## src/rtl/button_debounce.sv

```systemverilog
// button_debounce: synchronizes and debounces a raw pushbutton into a level, press/release/long strobes and a press counter
//   sysClk       : the only clock
//   rst          : synchronous active-high reset
//   btnIn        : raw button pin, asynchronous to sysClk
//   pressed      : debounced level, 1 while the button is accepted as held
//   pressPulse   : one-cycle strobe on an accepted press
//   releasePulse : one-cycle strobe on an accepted release
//   longPulse    : one-cycle strobe once a press has been held LONG_CYCLES cycles
//   pressCount   : accepted presses modulo 256
module button_debounce #(
  parameter int DEBOUNCE_CYCLES = 1_000_000,
  parameter int LONG_CYCLES     = 100_000_000,
  parameter bit ACTIVE_LOW      = 1'b1
) (
  input  logic       sysClk,
  input  logic       rst,
  input  logic       btnIn,
  output logic       pressed,
  output logic       pressPulse,
  output logic       releasePulse,
  output logic       longPulse,
  output logic [7:0] pressCount
);
  localparam int DW = $clog2(DEBOUNCE_CYCLES);
  localparam int LW = $clog2(LONG_CYCLES);
  localparam logic [DW-1:0] DB_LAST = DW'(DEBOUNCE_CYCLES - 1);
  localparam logic [LW-1:0] LONG_LAST = LW'(LONG_CYCLES - 1);
  typedef enum logic [1:0] {IDLE, PRESS_WAIT, HELD, RELEASE_WAIT} state_t;
  state_t state_q, state_d;
  logic s1_q, s2_q;
  logic [DW-1:0] db_q, db_d;
  logic [LW-1:0] hold_q, hold_d;
  logic long_done_q, long_done_d;
  logic pressed_q, pressed_d;
  logic press_q, press_d;
  logic release_q, release_d;
  logic long_q, long_d;
  logic [7:0] cnt_q, cnt_d;
  always_ff @(posedge sysClk) begin
    if (rst) begin
      s1_q        <= 1'b0;
      s2_q        <= 1'b0;
      state_q     <= IDLE;
      db_q        <= '0;
      hold_q      <= '0;
      long_done_q <= 1'b0;
      pressed_q   <= 1'b0;
      press_q     <= 1'b0;
      release_q   <= 1'b0;
      long_q      <= 1'b0;
      cnt_q       <= '0;
    end else begin
      // normalise polarity so the synchronized signal is 1 while pressed
      s1_q        <= btnIn ^ ACTIVE_LOW;
      s2_q        <= s1_q;
      state_q     <= state_d;
      db_q        <= db_d;
      hold_q      <= hold_d;
      long_done_q <= long_done_d;
      pressed_q   <= pressed_d;
      press_q     <= press_d;
      release_q   <= release_d;
      long_q      <= long_d;
      cnt_q       <= cnt_d;
    end
  end
  always_comb begin
    state_d     = state_q;
    db_d        = db_q;
    hold_d      = hold_q;
    long_done_d = long_done_q;
    pressed_d   = pressed_q;
    press_d     = 1'b0;
    release_d   = 1'b0;
    long_d      = 1'b0;
    cnt_d       = cnt_q;
    case (state_q)
      IDLE: begin
        if (s2_q) begin
          state_d = PRESS_WAIT;
          db_d    = '0;
        end
      end
      PRESS_WAIT: begin
        if (!s2_q) state_d = IDLE;
        else if (db_q == DB_LAST) begin
          state_d     = HELD;
          pressed_d   = 1'b1;
          press_d     = 1'b1;
          cnt_d       = cnt_q + 8'd1;
          hold_d      = '0;
          long_done_d = 1'b0;
        end else db_d = db_q + DW'(1);
      end
      HELD: begin
        // a release bounce parks holdCnt until we come back here
        if (!s2_q) begin
          state_d = RELEASE_WAIT;
          db_d    = '0;
        end else if (hold_q == LONG_LAST && !long_done_q) begin
          long_d      = 1'b1;
          long_done_d = 1'b1;
        end else if (hold_q < LONG_LAST) hold_d = hold_q + LW'(1);
      end
      RELEASE_WAIT: begin
        if (s2_q) state_d = HELD;
        else if (db_q == DB_LAST) begin
          state_d   = IDLE;
          pressed_d = 1'b0;
          release_d = 1'b1;
        end else db_d = db_q + DW'(1);
      end
      default: state_d = IDLE;
    endcase
  end
  assign pressed      = pressed_q;
  assign pressPulse   = press_q;
  assign releasePulse = release_q;
  assign longPulse    = long_q;
  assign pressCount   = cnt_q;
endmodule

```

## config.mk

```make
export PLATFORM = sky130hd
export DESIGN_NAME = button_debounce
export DESIGN_NICKNAME = d
export VERILOG_FILES = /design/src/rtl/button_debounce.sv
export SDC_FILE = /design/constraint.sdc
export NUM_CORES = 1
export LEC_CHECK = 0
export BUFFER_PORTS_ARGS = -buffer_cell sky130_fd_sc_hd__buf_4
export CAP_MARGIN = 20
export CORE_UTILIZATION = 59
export CTS_CLUSTER_SIZE = 24
export DETAILED_ROUTE_END_ITERATION = 12
export HOLD_SLACK_MARGIN = 0.05
export PLACE_DENSITY = 0.74
export SLEW_MARGIN = 10
export SYNTH_ARGS = -nofsm -noshare
export SYNTH_HDL_FRONTEND = slang
export SYNTH_SLANG_ARGS = --single-unit
```

## constraint.sdc

```tcl
create_clock -name sysClk -period 5.2 [get_ports sysClk]
set_input_delay 0.78 -clock sysClk [delete_from_list [all_inputs] [get_ports sysClk]]
set_output_delay 0.78 -clock sysClk [all_outputs]
set_load 0.02 [all_outputs]
```

* Word level (Yosys, flattened, before mapping)
Index checks and enable logic that the tools add are counted.
** Word-level totals
- Bits in registers :: 64
- Bits of input ports :: 3
- Output and inout bits :: 12
- Word-level logic and storage cells :: 81
** Cells by class
- Add/sub/neg operators :: 3
- $lt $le $gt $ge :: 1
- Equal/unequal tests :: 17
- Mux-type cells :: 30
- Bitwise logic cells :: 5
- Reduce and logical (&&, ||, !) cells :: 14
** Operators with widths (count)
- two-way mux 27 bit :: 5
- two-way mux 20 bit :: 5
- case mux 20 bit (4 select lines) :: 1
- case mux 27 bit (2 select lines) :: 1
- adder 27 x 1 -> 27 bit, second input constant :: 1
- == test 27 bit, second input constant :: 1
- < comparator 27 bit, second input constant :: 1
- adder 20 x 1 -> 20 bit, second input constant :: 1
- == test 20 bit, second input constant :: 1
- != test 2 bit, second input constant :: 10
- two-way mux 2 bit :: 6
- AND reduction 5 bit :: 2
- two-way mux 1 bit :: 9
- OR reduction 3 bit :: 3
- adder 8 x 1 -> 8 bit, second input constant :: 1
- case mux 2 bit (4 select lines) :: 1
- AND reduction 4 bit :: 2
- != test 3 bit, second input constant :: 2
- AND reduction 6 bit :: 1
- inverter 1 bit :: 5
- == test 2 bit, second input constant :: 2
- case mux 1 bit (2 select lines) :: 2
- nonzero test 2 bit :: 2
- AND reduction 3 bit :: 1
- other kinds (4) :: 4

* Longest topological paths before layout
Gate-level depths: netlist of the first run.
- Depth in word-level cells :: 5
- Depth in mapped cells :: 9
- Depth with buffers taken out :: 7

* Worst setup path after synthesis of the first run
OpenSTA, ideal clock, no wires.
- Path kind :: input-to-reg
- Start point :: in rst
- End point :: reg hold_q[14]
- Setup time :: 62 ps
- Arrival :: 1996 ps
- Data required time :: 5138 ps
- Path slack :: 3142 ps
- Stages :: 5
- Path buffers :: 0
- Cell sequence :: nor3_1 -> o21ai_1 -> nor3b_1 -> or4b_1 -> nand3_1
** RTL lines
- start, declared :: RTL line 16 : input logic rst,
- end signal, assigned :: RTL line 58 : hold_q <= hold_d;
- end, declared :: RTL line 32 : logic [LW-1:0] hold_q, hold_d;

* Worst setup path in the final report of the first run
- Start point :: reg db_q[0]
- End point :: reg cnt_q[6] (netlist: pressCount[6])
** Between the ends
- Cells in the longest elaborated chain, start to end :: 2
** RTL lines
- start, declared :: RTL line 31 : logic [DW-1:0] db_q, db_d;
- start signal, assigned :: RTL line 44 : db_q <= '0;
- start signal, assigned :: RTL line 57 : db_q <= db_d;
- == test 20 bit :: RTL line 86 : else if (db_q == DB_LAST) begin
- AND reduction 3 bit (no line)
- end signal, assigned :: RTL line 64 : cnt_q <= cnt_d;
- end, declared :: RTL line 38 : logic [7:0] cnt_q, cnt_d;
Every way passes these cells.
A chain may end at the register's enable or synchronous reset.

==> results of run 1 <==
-- kinds of logic (layout without fill, tap and decap cells) --
| logic type | after synthesis | after routing |
|---|---|---|
| flops | 64 | 64 |
| mux | 4 | 4 |
| fa+ha+maj | 3 | 3 |
| xor+xnor | 20 | 20 |
| buf+inv | 26 | 43 |
| compound gates | 87 | 87 |
| simple gates | 185 | 185 |
-- metrics by stage --
step | instance area [um2] | instances | worst slack [ps]
2_1_floorplan | 3203 | 389 | 3142
3_3_place_gp | 3352 | 460 | 2501
3_5_place_dp | 3352 | 460 | 2459
4_1_cts | 3566 | 476 | 2683
5_1_grt | 3566 | 476 | 2555
6_report | 3566 | 476 | 2709
-- critical path: stages, from the launching register on --
cell and delay (ps):
dfxtp_1 390, ha_1 240, nand4b_1 210, nor4_2 290
and4_1 590, nand4_2 200, or3_1 340, a21oi_1 150
-- power by group through the flow --
stage | logic [mW] | clock network (mW) | registers (mW)
3_3_place_gp | 0.0208 | 0 | 0.506
5_1_grt | 0.0230 | 0.493 | 0.495
4_1_cts | 0.0212 | 0.476 | 0.495
2_1_floorplan | 0.0138 | 0 | 0.506
3_5_place_dp | 0.0211 | 0 | 0.506
6_report | 0.0208 | 0.464 | 0.495
-- cell type report --
class,instances,share of cell area
well taps,70,0.02456
clock buffers,13,0.04175
inverters,11,0.01158
repair buffers,16,0.03368
clock inverters,3,0.01825
flip-flops and latches,64,0.3593
multi-input cells,299,0.5109
-- cell usage in the layout (no fill, tap or decap), types with 2 or more instances in the layout --
cell type	Yosys	layout
nor4_2	3	3
o21a_1	2	2
o22a_1	3	3
nand2_1	36	36
o211ai_1	2	2
and4_1	6	6
xnor2_1	3	3
o21ai_1	2	2
bufinv_16	0	2
and2_1	5	5
a21o_1	2	2
o31ai_1	2	2
a41oi_1	2	2
or3_1	5	5
xor2_1	17	17
a31oi_1	18	18
nor3_1	11	11
clkbuf_8	0	10
inv_1	10	10
nor2b_1	3	3
and3_1	12	12
buf_4	1	16
nor4_1	4	4
dfxtp_1	64	64
nor2_1	44	44
a31o_2	2	2
nand2b_1	2	2
o21ba_1	2	2
mux2i_1	3	3
a211o_1	2	2
clkbuf_1	10	3
ha_1	3	3
nand3_1	27	27
or3b_1	2	2
o21ai_0	15	15
nor4b_1	2	2
o22ai_1	2	2
nand4_1	11	11
a21oi_1	23	23
-- routing by layer --
| layer | global-route usage | wire length [um] | up-vias |
|---|---|---|---|
| li1 | - | - | 1444 |
| met1 | 0.3245 | 3302 | 1332 |
| met2 | 0.4276 | 3367 | 50 |
| met3 | 0.06746 | 219 | 2 |
| met4 | 0.09671 | 29 | 0 |
| met5 | 0 | 0 | - |
-- final timing paths --
check	to	slack [ps]	startpoint
worst min register to register	s2_q	460	s1_q
worst max register to register	pressCount[6]	2710	db_q[0]
worst max-delay path	pressCount[6]	2710	db_q[0]
worst min-delay path	s2_q	460	s1_q
==> flow_summary.json, run 1 <==
{
  "rsz0062_at_grt": "no",
  "rr_worst_depth": 7,
  "synth-simple-area-share": 0.3117,
  "start_util": 0.6193,
  "async_flop_share": 0,
  "p_sw_frac": 0.2020,
  "final_core_util": 0.6894,
  "synth_area_leaders": "dfxtp_1 (40%), nor2_1 (5.2%), xor2_1 (4.6%)",
  "drt-pass1-iter-count": 5,
  "grt_pass1_vias": 2495,
  "p_int_mw": 0.7818,
  "status": "complete, no violations",
  "fin_tns_setup_ps": 0,
  "synth_edf_count": 0,
  "drive_gt1_frac": 0.1010,
  "hold_viol": 0,
  "syn2layout_area_growth_pct": 11.33,
  "syn-mean-instance-area_um2": 8.234,
  "wirelength_um": 6918,
  "synthMuxAreaShare": 0.01289,
  "synth-compound-area-share": 0.1762,
  "skew_ps": 5.506,
  "via_count": 2828,
  "viasPerCell": 5.941,
  "power_mw": 0.9797,
  "p_leak_nw": 1.291,
  "relSlewSlack": 0.4127,
  "period_minus_slack_ps": 2491,
  "rows": 26,
  "post_cts_resized": 0,
  "seqCellArea_um2": 1281,
  "nFillCells": 414,
  "clkTransAtPathRegs_ps": 70,
  "synth_top_family_by_area": "simple AND/OR/NAND/NOR gates",
  "yosys_warnings": 0,
  "multiInputGateArea_um2": 1822,
  "grt_usage": 0.2583,
  "gp_congestion": 0.8424,
  "clock_path_buffers": 2,
  "clock_sinks": 64,
  "ys_seq_area_frac": 0.4000,
  "cp_max_fo": 9,
  "synth_cell_types": 60,
  "ys_top_cells_by_count": "dfxtp_1 (64), nor2_1 (44), nand2_1 (36)",
  "avgRoutedWirePerCell_um": 14.53,
  "p_seq_frac": 0.505,
  "yosysTopAreaCell": "dfxtp_1",
  "cts-root-buf": "clkbuf_8",
  "peakVddDrop_v": 0.0002423,
  "cp.arrival_ps": 2750,
  "worst_ep_required_time_ps": 5460,
  "synth-xor-area-share": 0.05469,
  "max_freq_mhz": 401.5,
  "antenna_found_initial": 0,
  "ys_seq_elements": 64,
  "start_kind": "flip-flop",
  "grt_max_degree": 22,
  "synth_top_area_share": 0.4000,
  "post-synth-top-count-cell": "dfxtp_1",
  "timing.hold.ws_ps": 455.9,
  "drv_cap": 0,
  "die_x_um": 75.68,
  "p_switching_mw": 0.1979,
  "postCtsSetupRepairBufs": 0,
  "period_share": 0.4790,
  "hp-class": "reg2reg",
  "power_density_nw_per_um2": 274.7,
  "setup_viol": 0,
  "cts_tree": "yes",
  "numCtsBuffers": 9,
  "tightest_slew_ps": 876.9,
  "synthFlopType": "dfxtp_1",
  "fp.dieArea_um2": 5727,
  "die_h_um": 75.68,
  "n_antenna_cell": 0,
  "clk_latency_ps": 330,
  "final_antenna_net_count": 0,
  "holdPathStages": 1,
  "core_area_um2": 5172,
  "drc": 0,
  "synthAdderAreaFrac": 0.01172,
  "power_frac_comb": 0.021,
  "grt_overflow": 0,
  "drtIter0Drc": 189,
  "cts_max_level": 3,
  "nets": 407,
  "synthesis.area_um2": 3203,
  "clockPowerShare": 0.474,
  "numPortBuffers": 14,
  "ios": 15,
  "place_hpwl_um": 4780,
  "largest_reg_flops": 27,
  "cts_hold_buf": 0,
  "cp-end-kind": "flip-flop",
  "largest_register": "hold_q",
  "synthCells": 389,
  "grt_pass1_wl_um": 11160,
  "slew_violations": 0,
  "synth_nets": 395,
  "path_class": "reg2reg"
}
(Power assumes the default switching activity.)
==> inputs of run 2 (changes only) <==
- clock period: 5.2 -> 2.4 ns (I/O delays scaled with it)
==> run 2 against run 1 <==
Highest routed layer unchanged. Flip-flop and latch count is the same. Clock power rose by 82%. Routed wire length up 9.2%. Worst setup slack worse by 2600 ps.
==> flow_summary.json, run 2 (same netlist as run 1, synthesis figures left out) <==
{
  "status": "complete, no violations",
  "clock_path_buffers": 2,
  "place_hpwl_um": 5246,
  "cp-end-kind": "flip-flop",
  "period_share": 0.9477,
  "rr_worst_depth": 7,
  "die_x_um": 75.68,
  "cp.arrival_ps": 2550,
  "power_density_nw_per_um2": 525.1,
  "ios": 15,
  "worst_ep_required_time_ps": 2670,
  "viasPerCell": 5.954,
  "crit_family": "simple AND/OR/NAND/NOR gates",
  "relSlewSlack": 0.5282,
  "syn2layout_area_growth_pct": 17.03,
  "wirelength_um": 7553,
  "min_from": "btnIn",
  "tightest_slew_ps": 707.0,
  "n_antenna_cell": 0,
  "p_seq_frac": 0.544,
  "drive_gt1_frac": 0.1636,
  "cp_max_fo": 16,
  "p_int_mw": 1.507,
  "largest_register": "hold_q",
  "peakVddDrop_v": 0.0004846,
  "path_cells": "nand4_1 -> or3_1 -> a211o_1 -> buf_4 -> a21oi_4 -> nand2_2 -> a31oi_1",
  "min_to": "s1_q",
  "dpl_cell_area_um2": 3570,
  "p_switching_mw": 0.4612,
  "grt_overflow": 0,
  "seqCellArea_um2": 1281,
  "clk_latency_ps": 350,
  "avgRoutedWirePerCell_um": 14.99,
  "hp-class": "in2reg",
  "antenna_found_initial": 0,
  "finalInstanceArea_um2": 3749,
  "setup_viol": 0,
  "nFillCells": 418,
  "grt_max_degree": 21,
  "clockPowerShare": 0.428,
  "cts_tree": "yes",
  "grt_pass1_vias": 2664,
  "clkTransAtPathRegs_ps": 70,
  "cts_max_level": 3,
  "crit_start": "hold_q[13]",
  "p_leak_nw": 1.421,
  "fp.dieArea_um2": 5727,
  "fin_tns_setup_ps": 0,
  "slew_violations": 0,
  "cts-root-buf": "clkbuf_8",
  "r2r_end": "hold_q[21]",
  "clock_sinks": 64,
  "grt_pass1_wl_um": 11790,
  "power_frac_comb": 0.028,
  "path_class": "reg2reg",
  "r2r_start": "hold_q[13]",
  "postCtsSetupRepairBufs": 0,
  "p_sw_frac": 0.2343,
  "critPathMaxStageDelay_ps": 430,
  "nets": 436,
  "drc": 0,
  "gp_congestion": 0.8166,
  "max_freq_mhz": 439.7,
  "core_area_um2": 5172,
  "numCtsBuffers": 9,
  "start_util": 0.6193,
  "drtIter0Drc": 208,
  "grt_usage": 0.2777,
  "period_minus_slack_ps": 2275,
  "drv_cap": 0,
  "critPathBufInv": 1,
  "holdPathStages": 2,
  "hold_viol": 0,
  "die_h_um": 75.68,
  "mostFrequentLayoutCell": "dfxtp_1",
  "timing.hold.ws_ps": 145.7,
  "cts_hold_buf": 0,
  "numPortBuffers": 14,
  "largest_reg_flops": 27,
  "skew_ps": 6.381,
  "drt-pass1-iter-count": 4,
  "multiInputGateArea_um2": 1828,
  "start_kind": "flip-flop",
  "final_antenna_net_count": 0,
  "cp_slowest_cell": "or3_1",
  "rsz0062_at_grt": "no",
  "layout_common_cells": "dfxtp_1 (64), buf_4 (45), nor2_1 (44), nand2_1 (36), nand3_1 (27)",
  "rows": 26,
  "via_count": 3001,
  "r2r_setup_slack_ps": 130
}
[run 2: changes by cell type in the layout (fill, tap and decap cells not counted), sizes merged]
cell,previous run,this run
clkinv,2,3
clkbuf,13,12
buf,16,45
clkinvlp,0,1
bufinv,2,0
[run 2: worst max path at each step]
stage                          to  slack, ps  depth (start not counted)
floorplan           pressCount[7]        390                          8
global placement       hold_q[14]         60                          6
detailed placement     hold_q[14]         10                          6
CTS                 pressCount[7]         60                          8
global route        pressCount[7]          6                          8
finish                 hold_q[21]        130                          7
[run 2: what timing repair did]
item                                    CTS  global route
pin swaps                                 0             2
resized for setup                         1             0
cloned                                    0             0
endpoints found under the setup margin    1             4
[run 2: area by class of cell]
cell class                 count  share of cell area
clock buffer                  12             0.04139
multi-input combinational    299              0.4876
tap                           70             0.02336
timing repair buffer          45             0.09012
sequential                    64              0.3418
clock inverter                 3            0.004673
inverter                      11             0.01101
[run 2: worst reg2reg max path, cell delays in order (launching register included)]
cell and delay, ps:
dfxtp_1 420, nand4_1 180, or3_1 430, a211o_1 260
buf_4 150, a21oi_4 220, nand2_2 280, a31oi_1 250
[run 2: power by group through the flow]
stage | clock, mW | sequential [mW] | combinational (mW)
global placement | 0 | 1.09 | 0.0543
detailed placement | 0 | 1.09 | 0.0545
CTS | 0.855 | 1.07 | 0.0552
floorplan | 0 | 1.10 | 0.0298
global route | 0.898 | 1.07 | 0.0593
finish | 0.843 | 1.07 | 0.0546
[run 2: routing by layer]
metal  up-vias  share of wire  GRT usage
met2        59           0.50     0.4603
met4         0          0.019     0.1543
met3        13          0.042    0.04762
met1      1423           0.44     0.3432
li1       1506              -          -
met5         -              0          0
[run 2: stage by stage]
stage	power (mW)	utilization	cells	setup slack [ps]
floorplan	1.127	-	389	391.1
global placement	1.149	0.6901	489	61.72
detailed placement	1.149	0.6901	489	10.78
CTS	1.980	0.7247	504	55.24
global route	2.027	0.7247	504	5.748
finish	1.968	0.7247	504	125.5
==> inputs of run 3 (changes only) <==
- CORE_MARGIN: not set -> 1.5
- PLACE_DENSITY: 0.74 -> not set
- PLACE_DENSITY_LB_ADDON: not set -> 0.1
==> run 3 against run 2 <==
Clock skew rose by 3.1 ps. Flip-flop and latch count did not move. Utilization rose by 3.8 points. Cell count rose by 4.0%. Worst setup slack improved by 8.3 ps. Via count rose by 2.4%. Design area rose by 5.3%. Critical path depth rose by 1. Die area rose by 2.7%. Sequential share of layout area fell by 1.7 points. Clock-buffer cell count rose by 1. Highest routed layer unchanged.
==> flow_summary.json, run 3 (same netlist as run 1, synthesis figures left out) <==
{
  "cts_max_level": 3,
  "n_antenna_cell": 0,
  "worst_ep_required_time_ps": 2650,
  "cts-root-buf": "clkbuf_8",
  "slew_violations": 0,
  "nets": 455,
  "r2r_start": "hold_q[13]",
  "ios": 15,
  "setup_viol": 0,
  "critPathBufInv": 2,
  "crit_family": "simple AND/OR/NAND/NOR gates",
  "avgRoutedWirePerCell_um": 15.04,
  "layout_common_cells": "dfxtp_1 (64), buf_4 (64), nor2_1 (44), nand2_1 (36), nand3_1 (27)",
  "period_share": 0.9443,
  "start_util": 0.6193,
  "numPortBuffers": 14,
  "r2r_setup_slack_ps": 130,
  "p_switching_mw": 0.4548,
  "cts_tree": "yes",
  "die_x_um": 76.68,
  "fin_tns_setup_ps": 0,
  "power_frac_comb": 0.026,
  "grt_usage": 0.2802,
  "timing.hold.ws_ps": 153.5,
  "numCtsBuffers": 9,
  "drt-pass1-iter-count": 5,
  "p_int_mw": 1.698,
  "clock_sinks": 64,
  "clockPowerShare": 0.477,
  "grt_overflow": 0,
  "skew_ps": 9.495,
  "cts_hold_buf": 0,
  "grt_pass1_wl_um": 13100,
  "via_count": 3072,
  "r2r_end": "hold_q[4]",
  "final_antenna_net_count": 0,
  "cp-end-kind": "flip-flop",
  "hp-class": "in2reg",
  "clkTransAtPathRegs_ps": 70,
  "dpl_cell_area_um2": 3675,
  "p_seq_frac": 0.497,
  "final_cells": 524,
  "p_sw_frac": 0.2112,
  "finalInstanceArea_um2": 3946,
  "power_density_nw_per_um2": 545.6,
  "die_h_um": 76.68,
  "grt_max_degree": 21,
  "path_cells": "nand4_1 -> or3_1 -> a211o_1 -> nor3b_4 -> buf_4 -> buf_4 -> and2_1 -> o22a_1",
  "place_hpwl_um": 5238,
  "viasPerCell": 5.863,
  "clk_latency_ps": 350,
  "rr_worst_depth": 8,
  "period_minus_slack_ps": 2266,
  "drtIter0Drc": 203,
  "cp.arrival_ps": 2510,
  "rsz0062_at_grt": "no",
  "cp_slowest_cell": "or3_1",
  "grt_pass1_vias": 2836,
  "hold_viol": 0,
  "min_from": "btnIn",
  "power_mw": 2.153,
  "rows": 26,
  "wirelength_um": 7882,
  "core_area_um2": 5172,
  "status": "complete, no violations",
  "cpMostUsedCell": "buf_4",
  "relSlewSlack": 0.6361,
  "min_to": "s1_q",
  "peakVddDrop_v": 0.0005335,
  "placed_cells": 503,
  "path_class": "reg2reg",
  "holdPathStages": 2,
  "p_leak_nw": 1.538,
  "drive_gt1_frac": 0.2004,
  "gp_congestion": 0.8503,
  "tightest_slew_ps": 544.5,
  "final_core_util": 0.7629,
  "drv_cap": 0,
  "clock_path_buffers": 2,
  "syn2layout_area_growth_pct": 23.20,
  "pre_cts_slack_ps": -70.79,
  "fp.dieArea_um2": 5880,
  "critPathMaxStageDelay_ps": 430,
  "largest_reg_flops": 27,
  "max_freq_mhz": 441.3,
  "drc": 0,
  "start_kind": "flip-flop",
  "antenna_found_initial": 0,
  "cp_max_fo": 9,
  "worst_slack_ps": 133.8,
  "largest_register": "hold_q"
}
-- run 3: power groups by stage --
stage / Clock, mW / Combinational [mW] / Sequential [mW]
after floorplan: 0 / 0.0298 / 1.10
after global placement: 0 / 0.0529 / 1.09
after detailed placement: 0 / 0.0537 / 1.09
after CTS: 1.04 / 0.0540 / 1.07
after global routing: 1.08 / 0.0606 / 1.07
final: 1.03 / 0.0550 / 1.07
-- run 3: cell type report --
class,instances,area [um2]
tap,70,87.58
multi-input combinational,299,1842
inverter,11,41.29
fill,371,1226
sequential,64,1281
clock inverter,3,65.06
clock buffer,13,148.9
timing repair buffer,64,480.5
-- run 3: repair_timing --
| item | 4_1_cts | 5_1_grt |
|---|---|---|
| buffers inserted | 0 | 5 |
| resized for setup | 2 | 3 |
| pin swaps | 0 | 1 |
| endpoints found under the setup margin | 7 | 13 |
-- run 3: how the worst max path moves through the flow --
stage,slack (ps),end,cells past startpoint,start
after floorplan,390,pressCount[7],8,db_q[0]
after detailed placement,-70,hold_q[14],7,hold_q[0]
after global placement,-70,hold_q[14],6,rst
after CTS,80,pressCount[6],7,db_q[0]
final,130,hold_q[4],8,hold_q[13]
after global routing,30,pressCount[7],7,db_q[0]
-- run 3: metal layers --
layer | wire length (um) | global-route usage | up-vias
met1 | 3563 | 0.3411 | 1435
li1 | - | - | 1545
met2 | 3860 | 0.4841 | 73
met5 | 0 | 0 | -
met4 | 183 | 0.1278 | 0
met3 | 274 | 0.04405 | 19
